`config.mk`:
```
export PLATFORM = sky130hd
export DESIGN_NAME = ep4_out_reader_flat
export DESIGN_NICKNAME = d
export VERILOG_FILES = /design/src/rtl/ep4_out_reader_if.sv /design/src/rtl/ep4_out_reader.sv /design/src/flat_wrapper.sv
export SDC_FILE = /design/constraint.sdc
export NUM_CORES = 1
export LEC_CHECK = 0
export ABC_CLOCK_PERIOD_IN_PS = 3930
export CAP_MARGIN = 30
export CORE_MARGIN = 2
export CORE_UTILIZATION = 50
export CTS_BUF_LIST = sky130_fd_sc_hd__clkbuf_2 sky130_fd_sc_hd__clkbuf_4 sky130_fd_sc_hd__clkbuf_8
export DETAILED_ROUTE_END_ITERATION = 16
export PLACE_DENSITY = 0.78
export REMOVE_ABC_BUFFERS = 1
export SKIP_CTS_REPAIR_TIMING = 1
export SLEW_MARGIN = 10
export SYNTH_ARGS = -nofsm -noshare
export SYNTH_HDL_FRONTEND = slang
export SYNTH_SLANG_ARGS = --single-unit
export TNS_END_PERCENT = 100
```
`constraint.sdc`:
```
create_clock -name clk -period 3.93 [get_ports clk]
set_input_delay 1.179 -clock clk [delete_from_list [all_inputs] [get_ports clk]]
set_output_delay 1.179 -clock clk [all_outputs]
set_load 0.02 [all_outputs]
```
`src/rtl/ep4_out_reader_if.sv`:
```
// EP4 OUT endpoint-buffer read port plus TS-from-USB FIFO write port.
// The master modport belongs to the reader; the slave modport belongs to
// the environment (USB core buffer and FIFO).
interface ep4_out_reader_if;
  logic        buf_out_hasdata;
  logic [9:0]  buf_out_len;
  logic [7:0]  buf_out_q;
  logic [10:0] buf_out_addr;
  logic        buf_out_arm;
  logic        buf_out_arm_ack;
  logic [7:0]  ts_usb_data;
  logic        ts_usb_writereq;
  logic        ts_usb_almost_full;

  modport master (
    input  buf_out_hasdata, buf_out_len, buf_out_q, buf_out_arm_ack, ts_usb_almost_full,
    output buf_out_addr, buf_out_arm, ts_usb_data, ts_usb_writereq
  );

  modport slave (
    output buf_out_hasdata, buf_out_len, buf_out_q, buf_out_arm_ack, ts_usb_almost_full,
    input  buf_out_addr, buf_out_arm, ts_usb_data, ts_usb_writereq
  );
endinterface

```
`src/rtl/ep4_out_reader.sv`:
```
// Drains the EP4 OUT endpoint buffer into the TS-from-USB FIFO, tracks
// 188-byte TS packet alignment across USB packets and re-arms the endpoint.
//
// state | meaning
// IDLE  | waiting for enable & buf_out_hasdata; latches the byte count
// FETCH | issuing one buffer read per cycle unless the FIFO is almost full
// DRAIN | all reads issued; waiting for the read pipeline to empty
// ARM   | buf_out_arm held high until the USB core acknowledges
module ep4_out_reader #(
  parameter int         READ_LATENCY = 2,
  parameter int         TS_PKT_LEN   = 188,
  parameter logic [7:0] SYNC_BYTE    = 8'h47
) (
  input  logic                clk,
  input  logic                reset,
  input  logic                enable,
  ep4_out_reader_if.master    bus,
  output logic                sync_locked,
  output logic [15:0]         sync_err_count,
  output logic [31:0]         byte_count
);

  localparam int             PW       = $clog2(TS_PKT_LEN);
  localparam logic [PW-1:0]  POS_LAST = PW'(TS_PKT_LEN - 1);

  typedef enum logic [1:0] {S_IDLE, S_FETCH, S_DRAIN, S_ARM} state_t;

  state_t                  state_q, state_d;
  logic [9:0]              len_q;
  logic [10:0]             addr_q;
  logic [READ_LATENCY-1:0] vld_q, vld_d;
  logic                    wreq_q;
  logic [7:0]              data_q;
  logic                    locked_q;
  logic [15:0]             err_q;
  logic [31:0]             cnt_q;
  logic [PW-1:0]           pos_q;

  logic issue, last_issue, emit, start;

  // State register; reset abandons any buffer in progress without arming it.
  always_ff @(posedge clk or posedge reset) begin
    if (reset) state_q <= S_IDLE;
    else       state_q <= state_d;
  end

  // Next state and read-issue decision.
  always_comb begin
    state_d    = state_q;
    issue      = 1'b0;
    start      = 1'b0;
    last_issue = (addr_q == ({1'b0, len_q} - 11'd1));
    unique case (state_q)
      S_IDLE: begin
        if (enable && bus.buf_out_hasdata) begin
          start   = 1'b1;
          state_d = (bus.buf_out_len == 10'd0) ? S_ARM : S_FETCH;
        end
      end
      S_FETCH: begin
        if (!bus.ts_usb_almost_full) begin
          issue = 1'b1;
          if (last_issue) state_d = S_DRAIN;
        end
      end
      S_DRAIN: begin
        if (vld_q == '0) state_d = S_ARM;
      end
      S_ARM: begin
        if (bus.buf_out_arm_ack) state_d = S_IDLE;
      end
      default: state_d = S_IDLE;
    endcase
    // One valid bit per issued read; the oldest bit marks buf_out_q as valid.
    vld_d = READ_LATENCY'({vld_q, issue});
    emit  = vld_q[READ_LATENCY-1];
  end

  // Read address, in-flight pipeline and FIFO write register.
  // The address on the bus is the next index to issue, so it is held while
  // the FIFO is almost full and bumped each time it is consumed.
  always_ff @(posedge clk or posedge reset) begin
    if (reset) begin
      len_q  <= '0;
      addr_q <= '0;
      vld_q  <= '0;
      wreq_q <= 1'b0;
      data_q <= '0;
    end else begin
      vld_q  <= vld_d;
      wreq_q <= emit;
      if (emit) data_q <= bus.buf_out_q;
      if (start) begin
        len_q  <= bus.buf_out_len;
        addr_q <= '0;
      end else if (issue && !last_issue) begin
        addr_q <= addr_q + 11'd1;
      end
    end
  end

  // Byte counter and TS sync tracking on every byte written to the FIFO.
  // A bad byte at packet position 0 keeps the position at 0 so the next
  // byte is tried as a sync candidate (hunt).
  always_ff @(posedge clk or posedge reset) begin
    if (reset) begin
      cnt_q    <= '0;
      pos_q    <= '0;
      locked_q <= 1'b0;
      err_q    <= '0;
    end else if (emit) begin
      cnt_q <= cnt_q + 32'd1;
      if (pos_q == '0) begin
        if (bus.buf_out_q == SYNC_BYTE) begin
          locked_q <= 1'b1;
          pos_q    <= PW'(1);
        end else begin
          locked_q <= 1'b0;
          if (err_q != 16'hFFFF) err_q <= err_q + 16'd1;
        end
      end else if (pos_q == POS_LAST) begin
        pos_q <= '0;
      end else begin
        pos_q <= pos_q + PW'(1);
      end
    end
  end

  assign bus.buf_out_addr    = addr_q;
  assign bus.buf_out_arm     = (state_q == S_ARM);
  assign bus.ts_usb_data     = data_q;
  assign bus.ts_usb_writereq = wreq_q;
  assign sync_locked         = locked_q;
  assign sync_err_count      = err_q;
  assign byte_count          = cnt_q;

endmodule

```
`src/flat_wrapper.sv`:
```
// flat-port wrapper written by rule: the top's interface ports become plain ports
module ep4_out_reader_flat 
#(
  parameter int         READ_LATENCY = 2,
  parameter int         TS_PKT_LEN   = 188,
  parameter logic [7:0] SYNC_BYTE    = 8'h47
)
  (clk, reset, enable, sync_locked, sync_err_count, byte_count, bus_buf_out_hasdata, bus_buf_out_len, bus_buf_out_q, bus_buf_out_arm_ack, bus_ts_usb_almost_full, bus_buf_out_addr, bus_buf_out_arm, bus_ts_usb_data, bus_ts_usb_writereq);
  ep4_out_reader_if bus_i ();
  input  logic clk;
  input  logic reset;
  input  logic enable;
  output logic sync_locked;
  output logic [15:0] sync_err_count;
  output logic [31:0] byte_count;
  input wire logic [$bits(bus_i.buf_out_hasdata)-1:0] bus_buf_out_hasdata;
  input wire logic [$bits(bus_i.buf_out_len)-1:0] bus_buf_out_len;
  input wire logic [$bits(bus_i.buf_out_q)-1:0] bus_buf_out_q;
  input wire logic [$bits(bus_i.buf_out_arm_ack)-1:0] bus_buf_out_arm_ack;
  input wire logic [$bits(bus_i.ts_usb_almost_full)-1:0] bus_ts_usb_almost_full;
  output wire logic [$bits(bus_i.buf_out_addr)-1:0] bus_buf_out_addr;
  output wire logic [$bits(bus_i.buf_out_arm)-1:0] bus_buf_out_arm;
  output wire logic [$bits(bus_i.ts_usb_data)-1:0] bus_ts_usb_data;
  output wire logic [$bits(bus_i.ts_usb_writereq)-1:0] bus_ts_usb_writereq;
  assign bus_i.buf_out_hasdata = bus_buf_out_hasdata;
  assign bus_i.buf_out_len = bus_buf_out_len;
  assign bus_i.buf_out_q = bus_buf_out_q;
  assign bus_i.buf_out_arm_ack = bus_buf_out_arm_ack;
  assign bus_i.ts_usb_almost_full = bus_ts_usb_almost_full;
  assign bus_buf_out_addr = bus_i.buf_out_addr;
  assign bus_buf_out_arm = bus_i.buf_out_arm;
  assign bus_ts_usb_data = bus_i.ts_usb_data;
  assign bus_ts_usb_writereq = bus_i.ts_usb_writereq;
  ep4_out_reader #(.READ_LATENCY(READ_LATENCY), .TS_PKT_LEN(TS_PKT_LEN), .SYNC_BYTE(SYNC_BYTE)) u_core (.clk(clk), .reset(reset), .enable(enable), .bus(bus_i), .sync_locked(sync_locked), .sync_err_count(sync_err_count), .byte_count(byte_count));
endmodule
```
==> run metrics, run 1 <==
peak supply drop 359.9 uV; initial antenna violation count 0; ant diodes 0; Tmin final 2.999 ns; maximum root-to-sink buffer count 2; Min-Delay Path Class reg -> reg; Post-Route WL 9688 um; die area 9935 um2; Hold Path Depth 0; Worst Path Required 4.17 ns; DR WL/cell 14.88 um; area of the core 8806 um2; Seq cells post-synth 91; first-pass GRT wire length 16630 um; WS Path Type in -> reg; top_reg_cell synth dfrtp_1; share of layout cells above drive strength 1 0.08471; CTS sink count 91; endpoints failing setup 0; CTS Buf Count 9; sequential fraction of the synthesis area 0.4975; # IOs 94; commonest non-fill, non-tap cells in the layout clkdlybuf4s50_1, dfrtp_1, nand2_1; CP max-delay cell clkdlybuf4s50_1; initial core utilization 0.5197; Layout Nets 573; Buf/Inv on CP 2; DRT iter0 DRCs 121; slew margin rel. 0.5405; Pre-Repair DR Iteration Count 4; fin crit share 0.7632; Crit path depth 9; Port Buffers 93; Routed Antenna Nets 0; All-Layer GR Usage 0.2053; Mapped Cells 441; CTS tree yes; number of synthesis warnings 0; clk slew on worst S/H paths 0.09 ns; later-pin clock latency in the skew report 0.34 ns; CP delay by family, top simple AND/OR/NAND/NOR gates; outcome finished clean; kind of start point of the critical path primary input; HPWL after DPL 7199 um; GP Congestion 0.9386; Worst Path Arrival 3.24 ns; pre-CTS setup slack 0.5461 ns; slowest stage delay, CP 0.47 ns; DIE HEIGHT 99.68 um; # DRC 0; Syn Std Cell Area 4577 um2; commonest non-fill, non-tap cell in the layout clkdlybuf4s50_1; fraction of registers with async set/reset 1.000; Max-Cap Viols 0; worst setup margin 0.9308 ns; non-filler cells, final 651; Max Slew Vio Count 0; RSZ-0062 raised after global routing false; crit-path most repeated cell nand4_1; cell count of the worst reg-to-reg path 9; via count 3594; Static Leak 2.537 nW; area delta synth->final 27.15%; WHS 0.3893 ns; DIE WIDTH 99.68 um; vias per inst 5.521; Worst Tran Pin Value 0.6893 ns; Max FO, Critical Path 7; total grt overflow 0; EDFF count, synth 0; Yosys cell types 52; final-report hold violation count 0; placed insts 636; largest net degree at the start of global routing 58; clk_skew 0.01087 ns; clk root buf clkbuf_8; FMAX 333.4 MHz; TNS Setup 0 ns; H-tree Lvls 3; vias in the first global route 3585; CP Capture Type flop; Rows 34; pwr/cell area 550.6 nW/um2; CP Cell Sequence clkdlybuf4s50_1 > nand4b_1 > nor4_1 > buf_4 > a2111oi_4 > nand4_1 > nor3_1 > nand4_1 > xnor2_1; average footprint of a synthesized cell 10.38 um2
synth_stat cells, types with 2 or more instances:
| library cell | count | area [um2] |
|---|---|---|
| nor3_2 | 2 | 20.02 |
| o21ai_0 | 14 | 70.07 |
| nor3_1 | 6 | 30.03 |
| nor4_1 | 5 | 31.28 |
| nand2_1 | 56 | 210.2 |
| nor3b_1 | 2 | 15.01 |
| buf_6 | 2 | 22.52 |
| clkbuf_1 | 5 | 18.77 |
| or4_1 | 4 | 30.03 |
| nand4_1 | 22 | 137.6 |
| nor2_1 | 35 | 131.4 |
| and3_1 | 11 | 68.82 |
| xnor2_1 | 40 | 350.3 |
| o211ai_1 | 2 | 15.01 |
| and2_1 | 3 | 18.77 |
| and4_1 | 3 | 26.28 |
| nand3_1 | 17 | 85.08 |
| mux2_2 | 11 | 123.9 |
| nand4b_1 | 2 | 17.52 |
| a21oi_1 | 11 | 55.05 |
| o31ai_1 | 6 | 45.04 |
| ha_1 | 10 | 125.1 |
| inv_1 | 20 | 75.07 |
| mux2i_1 | 4 | 40.04 |
| dfrtp_1 | 91 | 2277 |
| or2_2 | 2 | 12.51 |
| nand2b_1 | 2 | 12.51 |
| or3_1 | 6 | 37.54 |
| xor2_1 | 24 | 210.2 |
flip-flops by register name, summed over array words and instances (netlist names):
name                        cells
u_core.bus.ts_usb_data          8
u_core.sync_err_count          16
u_core.pos_q                    8
u_core.vld_q                    2
u_core.sync_locked              1
u_core.len_q                   10
u_core.bus.ts_usb_writereq      1
u_core.state_q                  2
u_core.byte_count              32
u_core.bus.buf_out_addr        11
through the flow:
| stage | power (mW) | utilization | area (um2) |
|---|---|---|---|
| final | 3.204 | 0.6608 | 5819 |
| after floorplan | 2.154 | - | 4519 |
| after detailed placement | 2.597 | 0.6392 | 5629 |
| after global placement | 2.557 | 0.6392 | 5629 |
| after CTS | 3.227 | 0.6608 | 5819 |
| after global routing | 3.410 | 0.6608 | 5819 |
final cells by class:
class	instances	area [um2]
clock buffer	11	138.9
clock inverter	4	51.30
fill	704	2987
inverter	20	76.32
multi-input combinational	320	2167
sequential	91	2277
tap	108	135.1
timing repair buffer	97	973.4
final timing paths:
check                                                         end                         from  slack (ns)
setup reg to reg           u_core.bus.buf_out_addr[6]$_DFFE_PP0P_  u_core.len_q[0]$_DFFE_PP0P_        0.95
setup / recovery            u_core.sync_err_count[11]$_DFFE_PP0P_             bus_buf_out_q[3]        0.93
max in group asynchronous       u_core.byte_count[27]$_DFFE_PP0P_                        reset        2.03
hold reg to reg                         u_core.vld_q[1]$_DFF_PP0_    u_core.vld_q[0]$_DFF_PP0_        0.39
min in group asynchronous   u_core.bus.ts_usb_data[0]$_DFFE_PP0P_                        reset        1.21
hold / removal                          u_core.vld_q[1]$_DFF_PP0_    u_core.vld_q[0]$_DFF_PP0_        0.39
layer usage:
metal / vias to the layer above / share of wire / track usage / wire length, um
met5: - / 0 / 0 / 0
met4: 0 / 0.013 / 0.06533 / 124
met3: 10 / 0.039 / 0.02389 / 373
met2: 100 / 0.49 / 0.3498 / 4769
met1: 1748 / 0.46 / 0.2757 / 4420
li1: 1736 / - / - / -
cell families after synthesis:
kind of cell | after synthesis | synth area share
and+or+nand+nor | 186 | 0.2138
DFF | 91 | 0.4975
xor gates and xnor gates | 64 | 0.1225
AOI/OAI and AO/OA | 45 | 0.07409
buffers and inverters | 30 | 0.02898
muxes | 15 | 0.03581
adders and majority gates | 10 | 0.02734
report_power, final:
| group | switching, mW | leakage, nW | internal (mW) | total [mW] |
|---|---|---|---|---|
| sequential | 0.238 | 1.20 | 1.13 | 1.37 |
| clock | 0.315 | 0.0966 | 0.307 | 0.622 |
| combinational | 0.632 | 1.24 | 0.583 | 1.21 |
Note: power is estimated with default switching activity, not from simulation.
==> run 2, diff against run 1 <==
ABC_CLOCK_PERIOD_IN_PS = 2700   (was 3930)
CORE_UTILIZATION = 48   (was 50)
PLACE_DENSITY = 0.79   (was 0.78)
clock period = 2.7 ns   (was 3.93 ns; I/O delays follow)
==> run metrics, run 2 (synthesis gave the netlist of run 1 again) <==
vias per inst 5.327; area of the multi-input gates 2188 um2; clk root buf clkbuf_8; CP Cell Sequence buf_4 > or4_4 > nor3_2 > o22ai_2 > a22oi_4 > nor3_4 > buf_12 > or4_1 > a21oi_2; maximum root-to-sink buffer count 2; WS Path Type reg -> reg; final core utilization 0.6494; Static Leak 2.625 nW; H-tree Lvls 3; initial antenna violation count 0; DRT iter0 DRCs 138; RSZ-0062 raised after global routing false; die area 10330 um2; Routed Antenna Nets 0; WHS 0.3865 ns; RR Endpoint u_core.bus.buf_out_addr[8]$_DFFE_PP0P_; total grt overflow 0; TNS Setup 0 ns; CP max-delay cell or4_4; non-filler cells, final 689; outcome finished clean; slew margin rel. 0.5957; CTS sink count 91; clk slew on worst S/H paths 0.08 ns; Max-Cap Viols 0; GP Congestion 0.9393; clk_skew 0.01440 ns; Worst Path Required 2.98 ns; Port Buffers 93; slowest stage delay, CP 0.55 ns; later-pin clock latency in the skew report 0.35 ns; largest net degree at the start of global routing 43; HPWL after DPL 7507 um; Worst Path Arrival 2.88 ns; Max Slew Vio Count 0; share of layout cells above drive strength 1 0.1214; Rows 35; endpoints failing setup 0; CP delay by family, top simple AND/OR/NAND/NOR gates; Max FO, Critical Path 17; area delta synth->final 31.11%; Hold Path Depth 0; All-Layer GR Usage 0.2012; area of the core 9240 um2; kind of start point of the critical path flop; cell count of the worst reg-to-reg path 9; # IOs 94; initial core utilization 0.4953; r2r startpoint u_core.len_q[0]$_DFFE_PP0P_; commonest non-fill, non-tap cells in the layout clkdlybuf4s50_1, dfrtp_1, nand2_1; Crit path depth 9; fillers 709; FMAX 384.1 MHz; fin crit share 0.9643; DIE HEIGHT 101.7 um; Buf/Inv on CP 2; Layout Nets 589; Storage cell area 2277 um2; placed insts 672; Min-Delay Path Class reg -> reg; first-pass GRT wire length 16550 um; Worst Hold Launch u_core.vld_q[0]$_DFF_PP0_; commonest non-fill, non-tap cell in the layout clkdlybuf4s50_1; via count 3670; DIE WIDTH 101.7 um; Worst Tran Pin Value 0.6009 ns; peak supply drop 374.2 uV; CTS Buf Count 9; # DRC 0; DR WL/cell 14.38 um; ant diodes 0; pwr/cell area 788.0 nW/um2; vias in the first global route 3567; Pre-Repair DR Iteration Count 4; Post-Route WL 9906 um; max FFs per register 32; WHS Endpoint u_core.vld_q[1]$_DFF_PP0_; Tmin final 2.604 ns; final-report hold violation count 0; reg2reg setup slack 0.1 ns; CP Capture Type flop; CTS tree yes
run 2: cell types whose count changed in the layout (fill, tap and decap cells not counted), moves of 2 or more:
cell      change
buf_4        +15
o21ai_0       -2
a21oi_1       -2
a21oi_2       +2
o21ai_1       +2
clkbuf_8      +2
run 2: final cells by class:
class / count / area share
sequential: 91 / 0.3795
multi-input combinational: 320 / 0.3647
inverter: 20 / 0.01272
timing repair buffer: 113 / 0.1843
clock buffer: 12 / 0.02648
clock inverter: 4 / 0.005421
tap: 129 / 0.02690
run 2: worst max-delay path by stage:
stage / start / end
floorplan: reset / u_core.bus.buf_out_addr[0]$_DFFE_PP0P_
global placement: bus_buf_out_q[3] / u_core.sync_err_count[11]$_DFFE_PP0P_
detailed placement: bus_buf_out_q[3] / u_core.sync_err_count[11]$_DFFE_PP0P_
CTS: u_core.len_q[0]$_DFFE_PP0P_ / u_core.bus.buf_out_addr[8]$_DFFE_PP0P_
global route: u_core.len_q[0]$_DFFE_PP0P_ / u_core.bus.buf_out_addr[8]$_DFFE_PP0P_
finish: u_core.len_q[0]$_DFFE_PP0P_ / u_core.bus.buf_out_addr[8]$_DFFE_PP0P_
run 2: power breakdown:
part           leakage [nW]  switching, mW  internal (mW)
Clock                0.0926          0.475          0.401
Sequential             1.20          0.316           1.64
Combinational          1.33          0.974          0.920
Total                  2.63           1.76           2.96
run 2: metrics by stage:
| stage | power, mW | setup slack (ns) | cell area [um2] |
|---|---|---|---|
| 2_1_floorplan | 3.135 | -0.4736 | 4519 |
| 3_3_place_gp | 3.782 | 0.06160 | 5781 |
| 3_5_place_dp | 3.850 | -0.02634 | 5781 |
| 4_1_cts | 4.726 | 0.07275 | 5972 |
| 5_1_grt | 5.034 | 0.004093 | 6001 |
| 6_report | 4.729 | 0.09650 | 6001 |
run 2: per-layer routing:
layer  vias up  GRT usage  wire, um
met5         -          0         0
met1      1784     0.2595      4573
met3        16    0.03382       419
met4         0    0.07173       168
li1       1759          -         -
met2       111     0.3421      4744
